### src/rtl/opc5_uart.sv
// OPC5 memory-mapped UART: 4-word register window (DATA, STATUS, BAUD, reserved),
// 4-entry transmit FIFO, single-byte receive holding register, 8N1 framing.
//
// Bus protocol: a cycle is a read when sel & rnw, a write when sel & !rnw.
// Reads return data combinationally in the same cycle. Any side effect of a
// cycle (DATA pop, FIFO push, register load) lands on the rising edge that
// ends that cycle. There is no back-pressure: a DATA write while the FIFO is
// full is silently dropped.
module opc5_uart #(
    parameter logic [15:0] BASE_ADDR = 16'hFE00,
    parameter logic [15:0] DIV_RESET = 16'd433
) (
    input  logic        clk,
    input  logic        reset_b,
    input  logic [15:0] address,
    input  logic        rnw,
    input  logic [15:0] din,
    output logic [15:0] dout,
    output logic        data_oe,
    output logic        txd,
    input  logic        rxd
);

    localparam logic [1:0] OFF_DATA   = 2'd0;
    localparam logic [1:0] OFF_STATUS = 2'd1;
    localparam logic [1:0] OFF_BAUD   = 2'd2;

    typedef enum logic [1:0] {
        S_IDLE  = 2'd0,
        S_START = 2'd1,
        S_DATA  = 2'd2,
        S_STOP  = 2'd3
    } uart_state_t;

    // ------------------------------------------------------------------
    // Bus decode
    // ------------------------------------------------------------------
    logic       sel;
    logic [1:0] offset;
    logic       rx_pop;
    logic       tx_push;
    logic       baud_wr;
    logic       status_wr;

    logic [15:0] baud;
    logic [7:0]  rx_byte;
    logic        rx_valid;
    logic        overrun;
    logic        frame_err;
    logic        tx_idle;
    logic        tx_full;
    logic [15:0] rd_data;

    assign sel       = (address[15:2] == BASE_ADDR[15:2]);
    assign offset    = address[1:0];
    assign data_oe   = sel & rnw;
    assign rx_pop    = sel & rnw & (offset == OFF_DATA);
    assign tx_push   = sel & ~rnw & (offset == OFF_DATA) & ~tx_full;
    assign baud_wr   = sel & ~rnw & (offset == OFF_BAUD);
    assign status_wr = sel & ~rnw & (offset == OFF_STATUS);

    // Read mux; reserved offset and unselected cycles return zero
    always_comb begin
        rd_data = 16'h0000;
        case (offset)
            OFF_DATA:   rd_data = {8'h00, rx_byte};
            OFF_STATUS: rd_data = {11'h000, frame_err, overrun, rx_valid, tx_idle, tx_full};
            OFF_BAUD:   rd_data = baud;
            default:    rd_data = 16'h0000;
        endcase
        dout = data_oe ? rd_data : 16'h0000;
    end

    // Baud divisor register; counters pick up a new value only at their next reload
    always_ff @(posedge clk) begin
        if (!reset_b) begin
            baud <= DIV_RESET;
        end else if (baud_wr) begin
            baud <= din;
        end
    end

    // ------------------------------------------------------------------
    // Transmit FIFO
    // ------------------------------------------------------------------
    logic [7:0]  fifo_mem [4];
    logic [1:0]  wr_ptr;
    logic [1:0]  rd_ptr;
    logic [2:0]  fifo_count;
    logic        fifo_empty;
    logic        tx_load;

    uart_state_t tx_state;
    logic [15:0] tx_cnt;
    logic [7:0]  tx_shift;
    logic [2:0]  tx_idx;

    assign fifo_empty = (fifo_count == 3'd0);
    assign tx_full    = (fifo_count == 3'd4);
    assign tx_idle    = fifo_empty & (tx_state == S_IDLE);
    // The shifter takes the FIFO head from IDLE, or straight out of STOP for back-to-back frames
    assign tx_load    = ~fifo_empty & ((tx_state == S_IDLE) |
                                       ((tx_state == S_STOP) & (tx_cnt == 16'd0)));

    // FIFO storage write port
    always_ff @(posedge clk) begin
        if (tx_push) begin
            fifo_mem[wr_ptr] <= din[7:0];
        end
    end

    // FIFO pointers and occupancy; push and pop in one cycle leave the count unchanged
    always_ff @(posedge clk) begin
        if (!reset_b) begin
            wr_ptr     <= 2'd0;
            rd_ptr     <= 2'd0;
            fifo_count <= 3'd0;
        end else begin
            if (tx_push) wr_ptr <= wr_ptr + 2'd1;
            if (tx_load) rd_ptr <= rd_ptr + 2'd1;
            case ({tx_push, tx_load})
                2'b10:   fifo_count <= fifo_count + 3'd1;
                2'b01:   fifo_count <= fifo_count - 3'd1;
                default: fifo_count <= fifo_count;
            endcase
        end
    end

    // Transmit FSM: each non-idle state holds txd for baud+1 clocks
    always_ff @(posedge clk) begin
        if (!reset_b) begin
            tx_state <= S_IDLE;
            tx_cnt   <= 16'd0;
            tx_shift <= 8'h00;
            tx_idx   <= 3'd0;
            txd      <= 1'b1;
        end else begin
            case (tx_state)
                S_IDLE: begin
                    txd <= 1'b1;
                    if (tx_load) begin
                        tx_shift <= fifo_mem[rd_ptr];
                        tx_cnt   <= baud;
                        txd      <= 1'b0;
                        tx_state <= S_START;
                    end
                end
                S_START: begin
                    if (tx_cnt != 16'd0) begin
                        tx_cnt <= tx_cnt - 16'd1;
                    end else begin
                        txd      <= tx_shift[0];
                        tx_shift <= {1'b0, tx_shift[7:1]};
                        tx_idx   <= 3'd0;
                        tx_cnt   <= baud;
                        tx_state <= S_DATA;
                    end
                end
                S_DATA: begin
                    if (tx_cnt != 16'd0) begin
                        tx_cnt <= tx_cnt - 16'd1;
                    end else begin
                        tx_cnt <= baud;
                        if (tx_idx == 3'd7) begin
                            txd      <= 1'b1;
                            tx_state <= S_STOP;
                        end else begin
                            txd      <= tx_shift[0];
                            tx_shift <= {1'b0, tx_shift[7:1]};
                            tx_idx   <= tx_idx + 3'd1;
                        end
                    end
                end
                S_STOP: begin
                    if (tx_cnt != 16'd0) begin
                        tx_cnt <= tx_cnt - 16'd1;
                    end else if (tx_load) begin
                        tx_shift <= fifo_mem[rd_ptr];
                        tx_cnt   <= baud;
                        txd      <= 1'b0;
                        tx_state <= S_START;
                    end else begin
                        tx_state <= S_IDLE;
                    end
                end
                default: begin
                    tx_state <= S_IDLE;
                    txd      <= 1'b1;
                end
            endcase
        end
    end

    // ------------------------------------------------------------------
    // Receiver
    // ------------------------------------------------------------------
    logic [1:0]  rx_sync;
    logic        rx_s;
    logic        rx_prev;
    logic [15:0] rx_half;
    logic [15:0] rx_half_m1;

    uart_state_t rx_state;
    logic [15:0] rx_cnt;
    logic [7:0]  rx_shift;
    logic [2:0]  rx_idx;

    assign rx_s       = rx_sync[1];
    // (baud+1)/2 without a 17-bit intermediate
    assign rx_half    = (baud >> 1) + {15'd0, baud[0]};
    // Countdown that lands the START sample rx_half clocks after the edge (minimum one)
    assign rx_half_m1 = (rx_half == 16'd0) ? 16'd0 : rx_half - 16'd1;

    // Two-flop synchroniser plus one history flop for falling-edge detection
    always_ff @(posedge clk) begin
        if (!reset_b) begin
            rx_sync <= 2'b11;
            rx_prev <= 1'b1;
        end else begin
            rx_sync <= {rx_sync[0], rxd};
            rx_prev <= rx_sync[1];
        end
    end

    // Receive FSM and status flags; a completing frame takes priority over a same-cycle pop
    always_ff @(posedge clk) begin
        if (!reset_b) begin
            rx_state  <= S_IDLE;
            rx_cnt    <= 16'd0;
            rx_shift  <= 8'h00;
            rx_idx    <= 3'd0;
            rx_byte   <= 8'h00;
            rx_valid  <= 1'b0;
            overrun   <= 1'b0;
            frame_err <= 1'b0;
        end else begin
            if (rx_pop) rx_valid <= 1'b0;
            if (status_wr && din[3]) overrun <= 1'b0;
            if (status_wr && din[4]) frame_err <= 1'b0;

            case (rx_state)
                S_IDLE: begin
                    if (rx_prev && !rx_s) begin
                        rx_cnt   <= rx_half_m1;
                        rx_state <= S_START;
                    end
                end
                S_START: begin
                    if (rx_cnt != 16'd0) begin
                        rx_cnt <= rx_cnt - 16'd1;
                    end else if (rx_s) begin
                        rx_state <= S_IDLE;
                    end else begin
                        rx_cnt   <= baud;
                        rx_idx   <= 3'd0;
                        rx_state <= S_DATA;
                    end
                end
                S_DATA: begin
                    if (rx_cnt != 16'd0) begin
                        rx_cnt <= rx_cnt - 16'd1;
                    end else begin
                        rx_shift <= {rx_s, rx_shift[7:1]};
                        rx_cnt   <= baud;
                        if (rx_idx == 3'd7) begin
                            rx_state <= S_STOP;
                        end else begin
                            rx_idx <= rx_idx + 3'd1;
                        end
                    end
                end
                S_STOP: begin
                    if (rx_cnt != 16'd0) begin
                        rx_cnt <= rx_cnt - 16'd1;
                    end else begin
                        rx_state <= S_IDLE;
                        if (rx_s) begin
                            if (rx_valid && !rx_pop) begin
                                overrun <= 1'b1;
                            end else begin
                                rx_byte  <= rx_shift;
                                rx_valid <= 1'b1;
                            end
                        end else begin
                            frame_err <= 1'b1;
                        end
                    end
                end
                default: rx_state <= S_IDLE;
            endcase
        end
    end

endmodule

### config.mk
export PLATFORM = sky130hd
export DESIGN_NAME = opc5_uart
export DESIGN_NICKNAME = d
export VERILOG_FILES = /design/src/rtl/opc5_uart.sv
export SDC_FILE = /design/constraint.sdc
export NUM_CORES = 1
export LEC_CHECK = 0
export CAP_MARGIN = 0
export CORE_MARGIN = 10
export CORE_UTILIZATION = 50
export CTS_CLUSTER_SIZE = 12
export DETAILED_ROUTE_END_ITERATION = 10
export GPL_TIMING_DRIVEN = 1
export PLACE_DENSITY = 0.8
export SLEW_MARGIN = 10
export SYNTH_ARGS = -nofsm -noshare
export SYNTH_HDL_FRONTEND = slang
export SYNTH_SLANG_ARGS = --single-unit
### constraint.sdc
create_clock -name clk -period 12.8 [get_ports clk]
set_clock_uncertainty 0.2 [all_clocks]
set_input_delay 3.84 -clock clk [delete_from_list [all_inputs] [get_ports clk]]
set_output_delay 3.84 -clock clk [all_outputs]
set_load 0.02 [all_outputs]
==> out/results.txt <==
Status - finished, final reports clean
Max Fclk - 91.53 MHz
Fin. Hold Viols - 0
Gate Count Post-Synth - 898
Syn nets - 960
GRT overflow - 0
Sequential cell area fraction in the yosys report - 38.11%
WS Path Type - in2out
P per Cell Area - 124.5 nW/um^2
R2r startpoint - baud[0]
Post-route setup slack - 1.874 ns
WHS Endpoint - rx_sync[1]
Hold Startpoint - rx_sync[0]
EDFF count, synth - 32
H-tree levels - 4
RSZ-0062 raised after global routing - no
Worst endpoint data arrival time - 6.89 ns
Critical Path RT - 8.76 ns
Synth top area cells - dfxtp_1, edfxtp_1, a21oi_1
VDD IR max - 0.1191 mV
Power Total - 1.090 mW
Vias per inst - 6.220
CTS Hold Bufs - 0
Hold depth - 1
Final ANT Viol Nets - 0
Crit start category - primary input
Total GRT Usage - 19.38%
Routability cong. - 0.9407
Async S/R FF share, synth - 0%
Total core area - 15,090 sq um
Area leader, netlist - dfxtp_1
Final period utilization - 85.36%
Flops & latches, synth - 130
CTS tree - built
Port bufs - 53
Leakage - 3.225 nW
Post-Route WL - 19,850 microns
Clk Latency, worst-skew pair - 0.43 ns
Antenna fix cells - 0
Chip Width - 143.9 microns
Nets - 973
Count of final setup violators - 0
First-pass GRT wire length - 32,540 microns
Placed Cells - 1,080
CP Capture Type - output port
Die ar. - 20,690 sq um
Worst Hold Class - reg2reg
Main synth FF type - dfxtp_1
Fin area - 8752 sq um
Clock Pin Slew Worst Setup and Hold Paths - 0.06 ns
Comb pwr share - 17.8%
Worst slew pin tran - 1.183 ns
Antenna violations before repair - 0
Vias in the first global route - 6,624
Switch share - 29.37%
Psw - 0.3201 mW
Post-CTS Setup Bufs - 0
Area growth, synth to finish - 14.11%
Post-synthesis instance area - 7670 sq um
# DRC - 0
Post-Layout Cell Count - 1,112
Setup WS pre-CTS - 1.966 ns
Avg WL per Cell - 17.85 microns
Reg2reg path depth - 9
Post-DP Area - 8209 sq um
Count of final max-slew check failures - 0
Post-cts sizing count - 0
Num rows - 45
Post-Syn Area per Cell - 8.541 sq um
DR iter-0 viols - 680
Drt pass-1 iters - 6
Ratio of cells with drive above 1 in the final layout - 7.251%
Clock root cell - clkbuf_16
FF-to-FF setup slack - 8.27 ns
IO Pins - 54
Max cap viols - 0
Clock share of power - 41.0%
Slew HR - 21.14%
Hpwl dp - 13,310 microns
Tmin final - 10.93 ns
Initial Util - 50.83%
Yosys top cell area share - 25.58%
Clk buf depth - 2
Yosys cell types - 74
CP Max Fanout - 13
Flop pwr share - 41.3%
Pin count of the biggest net entering global routing - 45
Clk sink count - 130
Total CTS buffers - 17
Ys Warns - 0
Reg2reg end - rx_cnt[15]
Pint - 0.7699 mW
Setup TNS - 0 ns
Vias - 6,917
Die Span Y - 143.9 microns
Top post-synthesis cells by count - dfxtp_1, nand2_1, a21oi_1
-- kinds of logic (layout without fill, tap and decap cells) --
kind of cell	Yosys count	in the layout	synth area share [%]
compound gates	245	245	20.10
mux	46	46	7.341
buf+inv	97	123	5.008
xor+xnor	38	38	4.339
fa+ha+maj	26	26	4.339
flops	130	130	38.11
simple gates	316	316	20.77
-- power by group through the flow --
stage | clock [mW] | sequential [mW] | combinational, mW
after floorplan | 0 | 0.455 | 0.148
after global placement | 0 | 0.457 | 0.186
after detailed placement | 0 | 0.458 | 0.190
after CTS | 0.451 | 0.449 | 0.191
after global routing | 0.467 | 0.451 | 0.213
final | 0.446 | 0.450 | 0.194
-- state kept, by name (all words and copies together) (netlist names), 2 cells and up, named ones only --
name	cells
fifo_mem	32
baud	16
rx_cnt	16
tx_cnt	16
rx_byte	8
rx_shift	8
tx_shift	8
fifo_count	3
rx_idx	3
tx_idx	3
rd_ptr	2
rx_sync	2
tx_state	2
wr_ptr	2
-- stage by stage --
stage          hold slack [ns]  util (%)
2_1_floorplan           0.1863         -
3_3_place_gp            0.1880     54.40
3_5_place_dp            0.1929     54.40
4_1_cts                 0.2075     58.00
5_1_grt                 0.2255     58.00
6_report                0.2042     58.00
-- layout by cell type (no fill, tap or decap), types with 9 or more instances in the layout --
master           count
o31ai_1             13
o32ai_1              9
inv_1               30
xnor2_1             20
ha_1                25
nor3_1              22
mux2i_1             36
nand4_1             12
a21oi_1             82
and2_1              16
nor2_1              56
nand2_1             98
nand3_1             34
xor2_1              18
clkdlybuf4s50_1     53
edfxtp_1            32
o21ai_0             61
dfxtp_1             98
clkbuf_16           18
nor4_1              12
or3_1               16
-- cell type report --
cell class              count  area, sq um
fillers                  1319         6337
clock buffers              21        462.9
repair buffers             57        560.5
clock inverters            11        80.08
flip-flops and latches    130         2923
multi-input cells         671         4363
well taps                 188        235.2
inverters                  34        127.6
-- critical path: stages --
cell             delay [ns]
clkdlybuf4s50_1        0.39
or4_1                  0.51
nor4_1                 0.36
nand2_1                0.09
buf_4                  0.21
nor2_1                 0.59
a22o_1                 0.27
clkdlybuf4s50_1        0.62
-- worst max-delay path by stage --
stage | start | to | slack [ns] | cells past startpoint
final | address[3] | dout[6] | 1.87 | 8
after global routing | address[3] | dout[6] | 1.67 | 8
after CTS | address[3] | dout[6] | 1.96 | 8
after detailed placement | address[3] | dout[6] | 1.97 | 8
after global placement | address[3] | dout[7] | 2.04 | 8
after floorplan | address[3] | dout[11] | 3.23 | 5
-- routing by layer --
| metal | GRT usage (%) | share of wire [%] | vias to the layer above |
|---|---|---|---|
| li1 | - | - | 3319 |
| met1 | 24.85 | 44 | 3285 |
| met2 | 29.73 | 45 | 279 |
| met3 | 6.535 | 8.9 | 34 |
| met4 | 6.771 | 1.8 | 0 |
| met5 | 0 | 0 | - |
Note: power is estimated with default switching activity, not from simulation.
==> patch 1 (config.mk and constraints unchanged) <==
Encoding of `uart_state_t`: now one-hot (4 bits for 4 states).
--- a/src/rtl/opc5_uart.sv
+++ b/src/rtl/opc5_uart.sv
@@ -26,9 +26,9 @@
     localparam logic [1:0] OFF_BAUD   = 2'd2;
 
-    typedef enum logic [1:0] {
-        S_IDLE  = 2'd0,
-        S_START = 2'd1,
-        S_DATA  = 2'd2,
-        S_STOP  = 2'd3
+    typedef enum logic [3:0] {
+        S_IDLE  = 4'b0001,
+        S_START = 4'b0010,
+        S_DATA  = 4'b0100,
+        S_STOP  = 4'b1000
     } uart_state_t;
 
Formal check against the unedited RTL: no difference found for any inputs over 4 cycles, from zero or initial values and one cycle with reset_b low; so few cycles prove little.
==> patch 1 against the original RTL <==
Worst hold slack better by 16 ps. Register-to-register slack improved by 500 ps. Sequential cell count grew 4. Synthesized cell count shrank 5.7%. Global-route usage hardly changed. Via count down 6.8%. Final area is 1.4% lower. Sequential share of layout area grew 1.4 points. Routed wire length fell by 2.1%. Worst setup slack worse by 120 ps. Area after synthesis decreased by 2.0%. Largest cell class unchanged.
Power is not compared: it rests on default switching activity, and its combinational part moved more than twofold at a synthesized area within 25%.
==> patch 1: results (changes against the original RTL) <==
Route
  • Per-cell routed wire length: 18.3 µm (+2.7%)
  • Met1 wire length: 8880 µm (+1.1%)
  • Total number of vias: 6446 (-6.8%)
  • Initial drt markers: 553 (-19%)
  • Met2 Routed Length: 9060 µm (+1.3%)
  • DRC violations left: 0 (unchanged)
  • DR top layer: met4
  • Drt pass-1 iters: 5 (-1)
  • Met3 WL: 1170 µm (-34%)

Worst setup path
  • R2R depth: 11 (+2)
  • Crit-path max FO: 12 (-1)
  • Worst EP arrival: 7010 ps (+120 ps)
  • Critical path's slowest cell: nor2_1

Min path
  • Hold Path Class: register to register

Synthesis
  • Top cells by area, synth: dfxtp_1 (27%), edfxtp_1 (13%), mux2i_1 (4.9%)
  • Syn Nets: 899 (-6.4%)
  • Most used flip-flop cell after synthesis: dfxtp_1
  • Netlist cell types: 75 (+1.4%)
  • Top cells by count, synth: dfxtp_1 (102), nand2_1 (90), nor2_1 (76)
  • Register area share after synthesis: 39.9% (+1.8 points)

Status
  • Status: completed

Finish
  • Ant diodes: 0 (unchanged)
  • NumNets Final: 916 (-5.9%)
  • Largest Register: fifo_mem
  • Share of post-route cells with drive strength above 1: 7.64% (+0.39 points)

Global route
  • GRT Total Usage: 19.4% (about the same)
  • Vias in the first global route: 6171 (-6.8%)
  • Initial antenna violation count: 0 (unchanged)
  • Largest net degree at the start of global routing: 49 (+8.9%)
  • First-pass GRT wire length: 31600 µm (-2.8%)

CTS
  • Number of buffers created by CTS: 17 (unchanged)
  • Post_cts resized: 0 (unchanged)
  • Root Buffer: clkbuf_16

Place
  • Post-Place Setup Slack: 1720 ps (-249 ps)
  • GPL Wtd Cong: 0.879 (-6.6%)
  • Hpwl dp: 13500 µm (+1.5%)

STA
  • Worst-Margin Slew: 765 ps (-418 ps)
==> patch 1: cell types whose count changed after synthesis, sizes merged, moves of 10 or more <==
cell	unedited run	this run
a21oi	83	51
a221oi	5	21
a311oi	0	11
ha	25	15
inv	33	21
nand3	35	18
nor2	57	80
nor2b	2	18
o21ai	62	41
o31ai	13	2
or3	16	6
==> patch 1: final timing paths <==
check	start	to	slack, ps
setup / recovery	address[2]	dout[13]	1750
hold / removal	rx_sync[0]	rx_sync[1]	220
setup reg to reg	baud[0]	rx_cnt[0]	8770
hold reg to reg	rx_sync[0]	rx_sync[1]	220
==> patch 1: metrics by stage <==
step	util [%]	instances	total power, W	cell area, µm²	hold WS, ps
final	59.0	1061	0.000986	8630	220
after global routing	59.0	1061	0.00101	8630	257
after CTS	58.9	1060	0.000987	8630	220
after detailed placement	55.0	1028	0.000513	8050	210
after global placement	55.0	1028	0.000511	8050	189
after floorplan	-	847	0.000491	7520	186
==> patch 1: final cells by class <==
| type | instances | area, µm² |
|---|---|---|
| Clock buffer | 18 | 439 |
| Clock inverter | 14 | 139 |
| Fill cell | 1261 | 6010 |
| Inverter | 21 | 78.8 |
| Multi-Input combinational cell | 631 | 4170 |
| Sequential cell | 134 | 3000 |
| Tap cell | 184 | 230 |
| Timing Repair Buffer | 59 | 571 |
==> patch 1: where the power goes <==
group          leakage (nW)  internal (W)  switching, W
Clock                 0.284      0.000277      0.000204
Sequential             1.11      0.000436    0.00000490
Combinational          1.67     0.0000293     0.0000338
==> patch 1: kinds of logic (layout without fill, tap and decap cells) <==
family | after synthesis | count (layout) | share of synthesized area (%)
fa+ha+maj | 16 | 16 | 2.76
compound gates | 187 | 187 | 16.9
xor+xnor | 47 | 47 | 5.47
mux | 47 | 47 | 7.62
flops | 134 | 134 | 39.9
buf+inv | 82 | 112 | 4.58
simple gates | 334 | 334 | 22.8
==> patch 1: worst max-delay path: cells and delay by family <==
kind / cells / cell delay [ps]
buffers and inverters: 2 / 1040
AND/OR/NAND/NOR: 5 / 2130
==> patch 1: metal layers <==
metal / vias up / track usage (%)
li1: 3106 / -
met1: 3069 / 24.8
met2: 237 / 30.9
met5: - / 0
met3: 34 / 5.24
met4: 0 / 6.89
==> patch 2 (same settings) <==
Without the edit above. Change the parameter `DIV_RESET` from 16'd433 to 16'd256.
--- a/src/rtl/opc5_uart.sv
+++ b/src/rtl/opc5_uart.sv
@@ -9,5 +9,5 @@
 module opc5_uart #(
     parameter logic [15:0] BASE_ADDR = 16'hFE00,
-    parameter logic [15:0] DIV_RESET = 16'd433
+    parameter logic [15:0] DIV_RESET = 16'd256
 ) (
     input  logic        clk,
Check against the original RTL: not equivalent (Yosys sat finds a counterexample within 4 cycles, from zero or initial values and one cycle with reset_b low).
==> patch 2 against the original RTL <==
Sequential cell count unchanged. Area after synthesis decreased by 0.18%. Total power increased by 3.8%. Register-to-register slack improved by 390 ps. Routed wire length decreased by 4.4%. Utilization increased by 0.24 points. Final area increased by 0.41%. Die area decreased by 0.16%. Worst setup slack improved by 36 ps. Critical path type unchanged.
==> patch 2: results (changes against the original RTL) <==
Status
  • Status: completed

Global route
  • GRT Total Usage: 18.8% (-0.57 points)
  • Largest net degree at the start of global routing: 70 (+56%)
  • First-pass GRT wire length: 31000 µm (-4.8%)
  • Initial antenna violation count: 0 (unchanged)
  • Vias in the first global route: 6054 (-8.6%)

Worst setup path
  • Worst EP arrival: 6850 ps (-40 ps)
  • Critical path's slowest cell: nor2_1
  • Crit-path max FO: 11 (-2)
  • Max stage delay on crit path: 660 ps (+40 ps)

Place
  • Hpwl dp: 12700 µm (-4.6%)
  • Placed cell area: 8170 µm² (-0.49%)
  • Placed Cells incl. Taps: 1031 (-4.5%)
  • GPL Wtd Cong: 0.879 (-6.5%)

Synthesis
  • Netlist cell types: 72 (-2.7%)
  • Number of synthesized flops with an enable pin: 32 (unchanged)
  • Register area share after synthesis: 38.2% (+0.069 points)
  • Syn avg cell area: 9.01 µm² (+5.5%)
  • Syn Nets: 912 (-5.0%)
  • Top cells by area, synth: dfxtp_1 (26%), edfxtp_1 (13%), mux2i_1 (6.5%)
  • Top cells by count, synth: dfxtp_1 (98), nor2_1 (85), a21oi_1 (69)

Pwr
  • Static leakage: 3.07 nW (-4.7%)
  • Maximum vdd drop: 0.000100 V (-16%)

Route
  • Initial drt markers: 541 (-20%)
  • Drt pass-1 iters: 7 (+1)
  • Total number of vias: 6353 (-8.2%)
  • Per-cell routed wire length: 17.8 µm (about the same)
  • Via density: 5.98 (-3.9%)

STA
  • Worst-Margin Slew: 1190 ps (+4.79 ps)

Finish
  • Layout fillers: 1278 (-3.1%)
  • NumNets Final: 924 (-5.0%)
  • Share of post-route cells with drive strength above 1: 7.89% (+0.63 points)

Min path
  • Hold Path Class: register to register
==> patch 2: changes by cell type in the layout (fill, tap and decap cells not counted), moves of 13 or more <==
cell and change:
o21ai_0 -18, nand2_1 -45, a21oi_1 -13, mux2i_1 +14, a2bb2oi_1 +18, nor2_1 +29
xnor2_1 +14
==> patch 2: stage by stage <==
step	utilization, %	setup slack (ps)
floorplan	-	3330
global placement	54.1	1980
detailed placement	54.1	1920
CTS	58.2	1910
global route	58.2	1760
finish	58.2	1910
==> patch 2: power by group <==
group          leakage (nW)  switching [W]  total (W)  internal, W
logic                  1.69      0.0000956   0.000171    0.0000755
clock network         0.306       0.000198   0.000509     0.000312
registers              1.08      0.0000157   0.000451     0.000435
==> patch 2: logic make-up (layout without fill, tap and decap cells) <==
family,Yosys count,count (layout),synth area share [%]
buffers and inverters,89,114,4.82
XOR/XNOR,53,53,6.06
multiplexers,59,59,9.04
AO/OA/AOI/OAI,208,208,18.0
AND/OR/NAND/NOR,285,285,19.6
adder cells (fa/ha/maj),26,26,4.35
flip-flops,130,130,38.2
==> patch 2: final cells by class <==
type                       instances  share of cell area, %
tap                              188                   2.68
clock inverter                    15                   2.21
clock buffer                      17                   4.84
multi-input combinational        631                   49.7
timing repair buffer              55                   6.21
inverter                          27                   1.15
sequential                       130                   33.3
==> patch 2: worst paths after layout <==
check | start | to | slack (ps) | depth (start not counted)
hold reg to reg | rx_sync[0] | rx_sync[1] | 210 | 1
setup reg to reg | baud[1] | rx_cnt[0] | 8660 | 9
hold / removal | rx_sync[0] | rx_sync[1] | 210 | 1
setup / recovery | address[3] | dout[7] | 1910 | 7
==> patch 2: metal layers <==
metal	up-vias	routed length (µm)	track usage (%)
li1	3115	-	-
met3	34	1170	5.21
met5	-	0	0
met2	196	9220	31.0
met4	0	380	6.56
met1	3008	8200	23.1
